File: config.mk
export PLATFORM = sky130hd
export DESIGN_NAME = dmem_arbiter
export DESIGN_NICKNAME = d
export VERILOG_FILES = /design/src/rtl/dmem_arb_pkg.sv /design/src/rtl/dmem_lat_timer.sv /design/src/rtl/dmem_arbiter.sv
export SDC_FILE = /design/constraint.sdc
export NUM_CORES = 1
export LEC_CHECK = 0
export BUFFER_PORTS_ARGS = -buffer_cell sky130_fd_sc_hd__buf_2
export CORE_MARGIN = 3
export CORE_UTILIZATION = 50
export DETAILED_ROUTE_END_ITERATION = 7
export PLACE_DENSITY = 0.84
export SLEW_MARGIN = 20
export SYNTH_ARGS = -nofsm -noshare
export SYNTH_HDL_FRONTEND = slang
export SYNTH_SLANG_ARGS = --single-unit
export TNS_END_PERCENT = 100
File: constraint.sdc
create_clock -name clk -period 3.7 [get_ports clk]
set_input_delay 0.185 -clock clk [delete_from_list [all_inputs] [get_ports clk]]
set_output_delay 0.185 -clock clk [all_outputs]
set_load 0.05 [all_outputs]
File: src/rtl/dmem_arb_pkg.sv
// Shared types and defaults for the MM-stage data-memory arbiter.
package dmem_arb_pkg;

  typedef enum logic [1:0] {IDLE, P_ACC, P_DONE, D_ACC} arb_state_e;

  localparam int DEF_MEM_LAT    = 2;
  localparam int DEF_STARVE_MAX = 4;

  // Latency counter width; a one-cycle memory still needs a 1-bit register.
  function automatic int cnt_w(input int lat);
    return (lat > 1) ? $clog2(lat) : 1;
  endfunction

endpackage

File: src/rtl/dmem_lat_timer.sv
// Fixed-latency access counter: runs 0..MEM_LAT-1 while an access is active.
module dmem_lat_timer
  import dmem_arb_pkg::*;
#(
  parameter int MEM_LAT = DEF_MEM_LAT
) (
  input  logic clk,
  input  logic reset,
  input  logic run,
  output logic last
);

  localparam int CW = cnt_w(MEM_LAT);
  localparam logic [CW-1:0] LAST_CNT = CW'(MEM_LAT - 1);

  logic [CW-1:0] cnt;

  assign last = run && (cnt == LAST_CNT);

  always_ff @(posedge clk or negedge reset) begin
    if (!reset)    cnt <= '0;
    else if (last) cnt <= '0;
    else if (run)  cnt <= cnt + CW'(1);
  end

endmodule

File: src/rtl/dmem_arbiter.sv
// Single-port data memory sequencer shared by the pipeline MM stage and a DMA/loader.
module dmem_arbiter
  import dmem_arb_pkg::*;
#(
  parameter int MEM_LAT    = DEF_MEM_LAT,
  parameter int STARVE_MAX = DEF_STARVE_MAX,
  parameter int DW         = 32,
  parameter int AW         = 32
) (
  input  logic          clk,
  input  logic          reset,
  input  logic          p_req,
  input  logic          p_we,
  input  logic [AW-1:0] p_addr,
  input  logic [DW-1:0] p_wdata,
  output logic [DW-1:0] p_rdata,
  output logic          p_stall,
  input  logic          d_req,
  input  logic          d_we,
  input  logic [AW-1:0] d_addr,
  input  logic [DW-1:0] d_wdata,
  output logic          d_gnt,
  output logic          d_done,
  output logic [DW-1:0] d_rdata,
  output logic          m_en,
  output logic          m_we,
  output logic [AW-1:0] m_addr,
  output logic [DW-1:0] m_wdata,
  input  logic [DW-1:0] m_rdata
);

  localparam int SW = $clog2(STARVE_MAX + 1);
  localparam logic [SW-1:0] SMAX = SW'(STARVE_MAX);

  arb_state_e    state;
  logic [SW-1:0] starve;
  logic          run, last;
  logic          d_live, p_win, d_win;

  assign run = (state == P_ACC) || (state == D_ACC);

  dmem_lat_timer #(.MEM_LAT(MEM_LAT)) u_timer (
    .clk   (clk),
    .reset (reset),
    .run   (run),
    .last  (last)
  );

  // The requester still holds d_req while d_done is up; that is the finished access, not a new one.
  assign d_live  = d_req && !d_done;
  assign p_win   = p_req && !(d_live && (starve == SMAX));
  assign d_win   = d_live && !p_win;
  assign p_stall = reset && p_req && (state != P_DONE);

  always_ff @(posedge clk or negedge reset) begin
    if (!reset) begin
      state   <= IDLE;
      starve  <= '0;
      m_en    <= 1'b0;
      m_we    <= 1'b0;
      m_addr  <= '0;
      m_wdata <= '0;
      p_rdata <= '0;
      d_rdata <= '0;
      d_gnt   <= 1'b0;
      d_done  <= 1'b0;
    end else begin
      d_gnt  <= 1'b0;
      d_done <= 1'b0;
      case (state)
        IDLE: begin
          if (!d_req) starve <= '0;
          if (p_win) begin
            state   <= P_ACC;
            m_en    <= 1'b1;
            m_we    <= p_we;
            m_addr  <= p_addr;
            m_wdata <= p_wdata;
            if (d_req && starve != SMAX) starve <= starve + SW'(1);
          end else if (d_win) begin
            state   <= D_ACC;
            m_en    <= 1'b1;
            m_we    <= d_we;
            m_addr  <= d_addr;
            m_wdata <= d_wdata;
            d_gnt   <= 1'b1;
            starve  <= '0;
          end
        end
        P_ACC: if (last) begin
          m_en  <= 1'b0;
          state <= P_DONE;
          if (!m_we) p_rdata <= m_rdata;
        end
        D_ACC: if (last) begin
          m_en   <= 1'b0;
          state  <= IDLE;
          d_done <= 1'b1;
          if (!m_we) d_rdata <= m_rdata;
        end
        P_DONE:  state <= IDLE;
        default: state <= IDLE;
      endcase
    end
  end

endmodule

== Word-level counts from Yosys, hierarchy flattened ==
Index checks and enable logic that the tools add are counted.
Cells by class
  add/sub/neg operators: 2
  $mul: 0
  div/mod/pow operators: 0
  order comparisons: 0
  equal/unequal tests: 10
  shift operators: 0
  multiplexer cells: 26
  bitwise operators: 1
  reductions and logical operators: 22
Operator list (number)
  $mux W32: 4
  $mux W1: 12
  $mux W3: 4
  $reduce_and A3 Y1: 4
  $logic_and A1 B1 Y1: 8
  $mux W2: 4
  $pmux W2 S4: 1
  $ne A2 B2 Y1 const B: 3
  $ne A3 B3 Y1 const B: 2
  $reduce_bool A2 Y1: 3
  $eq A2 B2 Y1 const B: 2
  $add A3 B1 Y3 const B: 1
  $eq A3 B3 Y1 const B: 1
  $logic_not A1 Y1: 3
  $eq A2 B1 Y1 const B: 1
  $logic_not A2 Y1: 1
  $ne A2 B1 Y1 const B: 1
  $pmux W1 S2: 1
  $reduce_and A2 Y1: 1
  $reduce_or A2 Y1: 1
  $add A1 B1 Y1 const B: 1
  $logic_or A1 B1 Y1: 1
  $not A1 Y1: 1
Storage, ports and cells
  bits in registers: 138
  latch bits: 0
  RAM bits: 0
  bits in read-only memories: 0
  input bits: 166
  output and inout bits: 133
  memories kept: 0

== Longest topological paths before layout ==
Gate-level depths: netlist of run 1.
  word-level depth: 10
  mapped depth: 7

== Hierarchy ==
A second synthesis of run 1 with hierarchy kept.
Second synthesis, totals
  cell total of the unflattened synthesis: 636
  area total of the unflattened synthesis: 6792.8 um^2
Modules (own cells, without submodules)
  dmem_arbiter: times used 1, cells an instance 633, area each 6751.5 um^2, sequential area each 3428.3 um^2
  dmem_lat_timer: times used 1, cells an instance 3, area each 41.3 um^2, sequential area each 25.0 um^2

== Least setup slack after synthesis of run 1 ==
No wires, ideal clock.
  path kind: reg-to-reg
  from: register d_done
  to: register m_wdata[18]
  arrival time: 1.614 ns
  data required time: 3.561 ns
  slack: 1.947 ns
  cell stages (with the launch flop): 7
  cell sequence: dfrtp_1 -> nand2b_1 -> clkbuf_1 -> buf_2 -> buf_2 -> a221oi_1 -> a22oi_1
Between the ends
  word-level cells in the longest chain between the ends: 9
  elaborated cells between the ends (all ways): 10
  classes of those cells: 1 x mux; 9 x reduce/logical
Ends and longest elaborated chain
  start, declared: RTL line dmem_arbiter.sv:23  | output logic d_done,
  start signal, assigned: RTL line dmem_arbiter.sv:66  | d_done <= 1'b0;
  start signal, assigned: RTL line dmem_arbiter.sv:69  | d_done <= 1'b0;
  start signal, assigned: RTL line dmem_arbiter.sv:98  | d_done <= 1'b1;
  $logic_not A1 Y1 *: RTL line dmem_arbiter.sv:50  | assign d_live = d_req && !d_done;
  $logic_and A1 B1 Y1 *: RTL line dmem_arbiter.sv:50
  $logic_and A1 B1 Y1: RTL line dmem_arbiter.sv:51  | assign p_win = p_req && !(d_live && (starve == SMAX));
  $logic_not A1 Y1: RTL line dmem_arbiter.sv:51
  $logic_and A1 B1 Y1: RTL line dmem_arbiter.sv:51
  $logic_not A1 Y1: RTL line dmem_arbiter.sv:52  | assign d_win = d_live && !p_win;
  $logic_and A1 B1 Y1: RTL line dmem_arbiter.sv:52
  $reduce_bool A2 Y1 (no line)
  $reduce_and A2 Y1 (no line)
  end signal, assigned: RTL line dmem_arbiter.sv:78  | m_wdata <= p_wdata;
  end signal, assigned: RTL line dmem_arbiter.sv:85  | m_wdata <= d_wdata;
  end, declared: RTL line dmem_arbiter.sv:28  | output logic [DW-1:0] m_wdata,
Every way passes the cells marked *; elsewhere a longest branch is shown, timed or not.
A chain may end at the register's enable or synchronous reset.

== Final worst setup path of run 1 ==
  from: register state[1]
  to: register m_wdata[30]
Between the ends
  word-level cells in the longest chain between the ends: 2
Ends and longest elaborated chain
  start, declared: RTL line dmem_arbiter.sv:35  | arb_state_e state;
  start signal, assigned: RTL line dmem_arbiter.sv:57  | state <= IDLE;
  start signal, assigned: RTL line dmem_arbiter.sv:74  | state <= P_ACC;
  start signal, assigned: RTL line dmem_arbiter.sv:81  | state <= D_ACC;
  $logic_not A2 Y1: RTL line dmem_arbiter.sv:70  | case (state)
  $reduce_and A2 Y1 (no line)
Every way passes these cells.

==> results.txt, run 1 <==
Power Total - 9.82 mW
Die W - 123 µm
DR iter-0 viols - 454
clock power share - 19.0%
Net Sw Frac - 50.1%
crit path max fanout - 36
die area - 15,000 µm²
CTS tree - built
TritonRoute pass-1 iters - 5
CP Launch Type - register
Clock Pin Slew Worst Setup and Hold Paths - 0.06 ns
Tot GR Track Use - 26.0%
power per cell area - 1090 nW/µm²
Setup TNS - 0 ns
Main synth FF type - dfrtp_1
reg2reg path depth - 4
Core Rows - 41
Leakage - 4.43 nW
Worst Tran Pin Value - 0.840 ns
count leader, synth - dfrtp_1
min cycle time layout - 2.34 ns
Seq/Total Area, Yosys - 50.8%
Clock Sinks - 138
Clk Latency, worst-skew pair - 0.41 ns
first-pass GRT wire length - 30,600 µm
chip height - 123 µm
Internal Power - 4.90 mW
Crit path buffers/inverters - 1
Worst path slowest cell - a21o_2
layout cells sized above 1 - 44.9%
worst hold slack - 0.0218 ns
Starting Density - 52.6%
worst min path class - input pin to register
max-cap check violation count - 0
Vias/cell - 5.62
PortBufs - 298
worst clock skew - 0.0104 ns
largest net degree at the start of global routing - 95
Detail Route Antenna Nets - 0
Cell variety after synth - 34
CORE AREA - 12,900 µm²
largest cells by area after synthesis - dfrtp_1 (51%), mux2_2 (10%), a221oi_1 (8.4%)
Synth top area share - 50.8%
via count - 6,094
Syn Inst Count - 636
Finish-stage setup viols - 0
Setup CP Type - register to register
Setup Fix Bufs, Post-CTS - 0
global route overflow - 0
syn avg cell area - 10.7 µm²
Worst Setup End Kind - register
initial antenna violation count - 0
HPWL after DPL - 13,400 µm
Worst path depth - 4
Seq pwr share - 27.7%
CP top delay family - compound AO/OA/AOI/OAI gates
Post-synth top cells - dfrtp_1 (138), inv_1 (68), a22oi_1 (66)
clock buffer depth - 2
Ys Warns - 0
Arr. time, crit path - 2.61 ns
fillers - 1,003
Post-synth EDFFs - 0
ANT cells - 0
synthesized area - 6790 µm²
largest area contributor in the netlist - dfrtp_1
Final Hold Vio Count - 0
Max Clk Rate - 428 MHz
post-DR wirelength/cell - 18.1 µm
clk root buf - clkbuf_16
H-tree depth - 4
CTS buffer count - 17
vias in the first global route - 6,092
WP data required - 3.97 ns
unrepaired setup endpoints after global routing - no
Gate power share - 53.3%
hold-critical path depth - 2
area grow syn2layout - 32.2%
I/O pin cnt - 299
Core Util, Final - 69.5%
synthesized flop and latch total - 138
Pins Over Slew Limit - 0
Final GP Congestion - 0.806
Post-synth ARST share - 100%
Max-slew headroom - 44.0%
drt drc - 0
wirelength, routed - 19,700 µm
status - finished clean
Nets - 1,068
maximum VDD drop - 527 µV
Syn Nets - 804
Final period util - 63.2%
crit path cell chain - or2_2 > a21o_2 > buf_12 > a22oi_1
Psw - 4.91 mW
max incr delay on CP - 0.64 ns
## final timing paths
check / slack (ns) / endpoint / startpoint
setup / recovery: 1.36 / m_wdata[30] / state[1]
hold / removal: 0.02 / d_rdata[26] / m_rdata[26]
setup reg to reg: 1.36 / m_wdata[30] / state[1]
hold reg to reg: 0.48 / m_en / m_en
max in group asynchronous: 2.37 / m_wdata[30] / reset
min in group asynchronous: 0.31 / d_rdata[20] / reset
## repair_timing
action,CTS,global route
hold endpoints to repair,58,0
setup endpoints to repair,0,0
hold buffers,2,0
gates resized for setup,0,0
## power by group through the flow
stage | clock, mW | sequential (mW) | combinational, mW
3_5_place_dp | 0 | 2.72 | 5.26
4_1_cts | 1.89 | 2.72 | 5.27
6_report | 1.86 | 2.72 | 5.24
5_1_grt | 1.96 | 2.80 | 5.55
3_3_place_gp | 0 | 2.69 | 5.17
2_1_floorplan | 0 | 5.19 | 1.52
## routing by layer
metal | global-route usage [%] | share of wire (%)
met1 | 30.8 | 38
met2 | 45.6 | 51
met3 | 7.79 | 9.3
met4 | 7.77 | 1.5
met5 | 0 | 0
## state kept, by name, indices dropped and copies added, names as in the netlist
signal,cells
m_en,1
m_wdata,32
d_gnt,1
d_rdata,32
p_rdata,32
m_addr,32
starve,3
state,2
u_timer.cnt,1
m_we,1
d_done,1
## layout by cell type, fill, tap and decap left out, types with 5 or more instances in the layout
master,count
o21ai_1,9
mux2_2,63
nand2_1,9
a22oi_1,66
dfrtp_1,138
and2_1,65
clkbuf_16,17
a221oi_1,65
o21ai_0,57
buf_2,297
bufinv_16,5
inv_1,68
buf_4,10
## worst reg2reg max path, stage by stage, from the launching register on
cell,delay [ns]
dfrtp_1,0.51
or2_2,0.63
a21o_2,0.64
buf_12,0.29
a22oi_1,0.14
## stage by stage
step	cells	cell area (µm²)	setup WS [ns]
after CTS	1085	8980	1.35
final	1085	8980	1.36
after floorplan	636	6790	1.95
after global placement	1051	8310	1.41
after global routing	1085	8980	1.21
after detailed placement	1051	8310	1.37
## cells by family after synthesis
kind of cell	count (synthesis)	synth area share [%]
compound gates	207	21.6
xor+xnor	1	0.129
fa+ha+maj	2	0.368
buf+inv	135	8.32
flops	138	50.8
mux	67	11.1
simple gates	86	7.70
## area by class of cell
cell class                 count  area, µm²  share of cell area (%)
sequential                   138       3450                    38.4
inverter                      69        260                    2.90
tap                          172        215                    2.40
clock inverter                11        193                    2.14
multi-input combinational    363       2790                    31.0
clock buffer                  21        460                    5.13
timing repair buffer         311       1610                    18.0
Power figures use the tool's default switching activity.
==> run 2, diff against run 1 <==
--- a/config.mk
+++ b/config.mk
@@ -5,11 +5,12 @@
 export SDC_FILE = /design/constraint.sdc
 export NUM_CORES = 1
 export LEC_CHECK = 0
+export ABC_AREA = 1
 export BUFFER_PORTS_ARGS = -buffer_cell sky130_fd_sc_hd__buf_2
 export CORE_MARGIN = 3
-export CORE_UTILIZATION = 50
+export CORE_UTILIZATION = 43
 export DETAILED_ROUTE_END_ITERATION = 7
-export PLACE_DENSITY = 0.84
+export PLACE_DENSITY = 0.77
 export SLEW_MARGIN = 20
 export SYNTH_ARGS = -nofsm -noshare
 export SYNTH_HDL_FRONTEND = slang
==> constraint.sdc (replaced) <==
create_clock -name clk -period 2.1 [get_ports clk]
set_input_delay 0.105 -clock clk [delete_from_list [all_inputs] [get_ports clk]]
set_output_delay 0.105 -clock clk [all_outputs]
set_load 0.05 [all_outputs]
==> results.txt, run 2 <==
hold-critical path depth - 5
reg2reg path depth - 9
CORE AREA - 14,800 µm²
Worst R2R Start - starve[0]
worst clock skew - 0.00752 ns
I/O pin cnt - 299
worst min path class - input pin to register
CTS tree - built
CTS buffer count - 17
global route hottest layer - met2
Main synth FF type - dfrtp_1
largest cells by area after synthesis - dfrtp_1 (52%), nand2_1 (16%), nand3b_1 (7.4%)
Area after DPL - 8120 µm²
Clock Sinks - 138
Synth top area share - 52.1%
first element of the critical path - starve[0]
Worst Setup End Kind - register
chip height - 130 µm
Nets - 1,380
layout cells sized above 1 - 29.0%
worst hold slack - 0.0145 ns
synthesized flop and latch total - 138
Setup Fix Bufs, Post-CTS - 0
Starting Density - 44.8%
Setup TNS - 0 ns
Worst R2R End - m_addr[20]
synthesized area - 6630 µm²
Leakage - 5.62 nW
via count - 6,881
first-pass GRT wire length - 33,800 µm
HPWL after DPL - 13,400 µm
H-tree depth - 4
CP Launch Type - register
post-DR wirelength/cell - 15.1 µm
Worst Tran Pin Value - 0.680 ns
Cell variety after synth - 22
Clock Pin Slew Worst Setup and Hold Paths - 0.06 ns
status - finished clean
post-CTS resize count - 0
Seq/Total Area, Yosys - 52.1%
Max Clk Rate - 575 MHz
Detail Route Antenna Nets - 0
setup ws final - 0.362 ns
min cycle time layout - 1.74 ns
Max-slew headroom - 54.6%
Clk Latency, worst-skew pair - 0.41 ns
drt drc - 0
PortBufs - 298
area grow syn2layout - 49.3%
global route overflow - 0
hold endpoint - m_addr[3]
Final GP Congestion - 0.845
Syn Nets - 977
design area - 9900 µm²
syn avg cell area - 8.20 µm²
initial antenna violation count - 0
Setup CP Type - register to register
clock buffer depth - 2
commonest non-fill, non-tap cell in the layout - buf_2
largest area contributor in the netlist - dfrtp_1
Final Hold Vio Count - 0
met1 Use GR - 29.2%
hold_buf cts - 121
Post-synth ARST share - 100%
Core Rows - 44
Syn Inst Count - 809
Ys Warns - 0
Core Util, Final - 66.9%
Finish-stage setup viols - 0
unrepaired setup endpoints after global routing - no
Post-synth EDFFs - 0
TritonRoute pass-1 iters - 4
wirelength, routed - 21,300 µm
R2R setup slack - 0.36 ns
die area - 17,000 µm²
clk root buf - clkbuf_16
DR iter-0 viols - 535
crit path max fanout - 31
largest net degree at the start of global routing - 89
count leader, synth - nand2_1
vias in the first global route - 7,072
Tot GR Track Use - 24.9%
met2 Usage GRT - 43.5%
Pins Over Slew Limit - 0
most frequent cells in the layout - buf_2 (297), nand2_1 (286), dfrtp_1 (138)
Power Total - 16.7 mW
met3 Use GR - 4.38%
Arr. time, crit path - 2.04 ns
Worst Hold Launch - d_addr[3]
DP Worst Slack - 0.431 ns
maximum VDD drop - 741 µV
Final period util - 82.8%
Post-synth top cells - nand2_1 (286), dfrtp_1 (138), inv_1 (110)
power per cell area - 1680 nW/µm²
dpl cells - 1,256
Die W - 130 µm
max-cap check violation count - 0
fin cells - 1,411
Vias/cell - 4.88
WP data required - 2.40 ns
==> run 2: cell count changes after synthesis, sizes merged, moves of 18 or more <==
cell / change
nand2: +283
clkbuf: -36
nand3b: +65
a22oi: -66
and2: -65
a221oi: -65
inv: +44
nand3: +68
mux2: -65
buf: +18
==> run 2: how the worst max path moves through the flow <==
stage / slack [ns] / end / cells after the start
detailed placement: 0.43 / m_wdata[7] / 9
finish: 0.36 / m_addr[20] / 9
CTS: 0.41 / m_wdata[7] / 9
floorplan: 0.53 / p_stall / 5
global placement: 0.49 / m_addr[10] / 9
global route: 0.23 / m_wdata[7] / 9
==> run 2: routing by layer <==
layer	part of all wire, %	vias up
met5	0	-
met4	3.7	0
met3	5.6	69
met2	51	310
met1	40	3182
li1	-	3320
==> run 2: kinds of logic (layout without fill, tap and decap cells) <==
| logic type | Yosys count | count (layout) | synth area share [%] |
|---|---|---|---|
| adders and majority gates | 2 | 2 | 0.377 |
| DFF | 138 | 138 | 52.1 |
| and+or+nand+nor | 438 | 438 | 30.4 |
| buffers and inverters | 161 | 577 | 11.9 |
| AOI/OAI and AO/OA | 70 | 70 | 5.28 |
| other | 0 | 2 | 0 |
==> run 2: worst max-delay path, cell delays in order (launching register included) <==
cell and delay (ns):
dfrtp_1 0.36, inv_1 0.08, ha_1 0.21, nand2_1 0.12, inv_1 0.08, nand2_2 0.11, buf_4 0.34, nand3b_1 0.15
nand3_1 0.13, nand2_1 0.06
==> run 2: layout make-up <==
type | instances | area (µm²)
timing repair buffer | 432 | 2830
multi-input combinational | 510 | 2390
antenna | 2 | 5.00
inverter | 113 | 424
fill | 1151 | 4910
clock inverter | 15 | 140
sequential | 138 | 3450
tap | 184 | 230
clock buffer | 17 | 425
==> run 2: where the power goes <==
group	internal, mW	switching [mW]
clock network	1.65	1.20
registers	3.99	0.753
logic	2.10	6.97
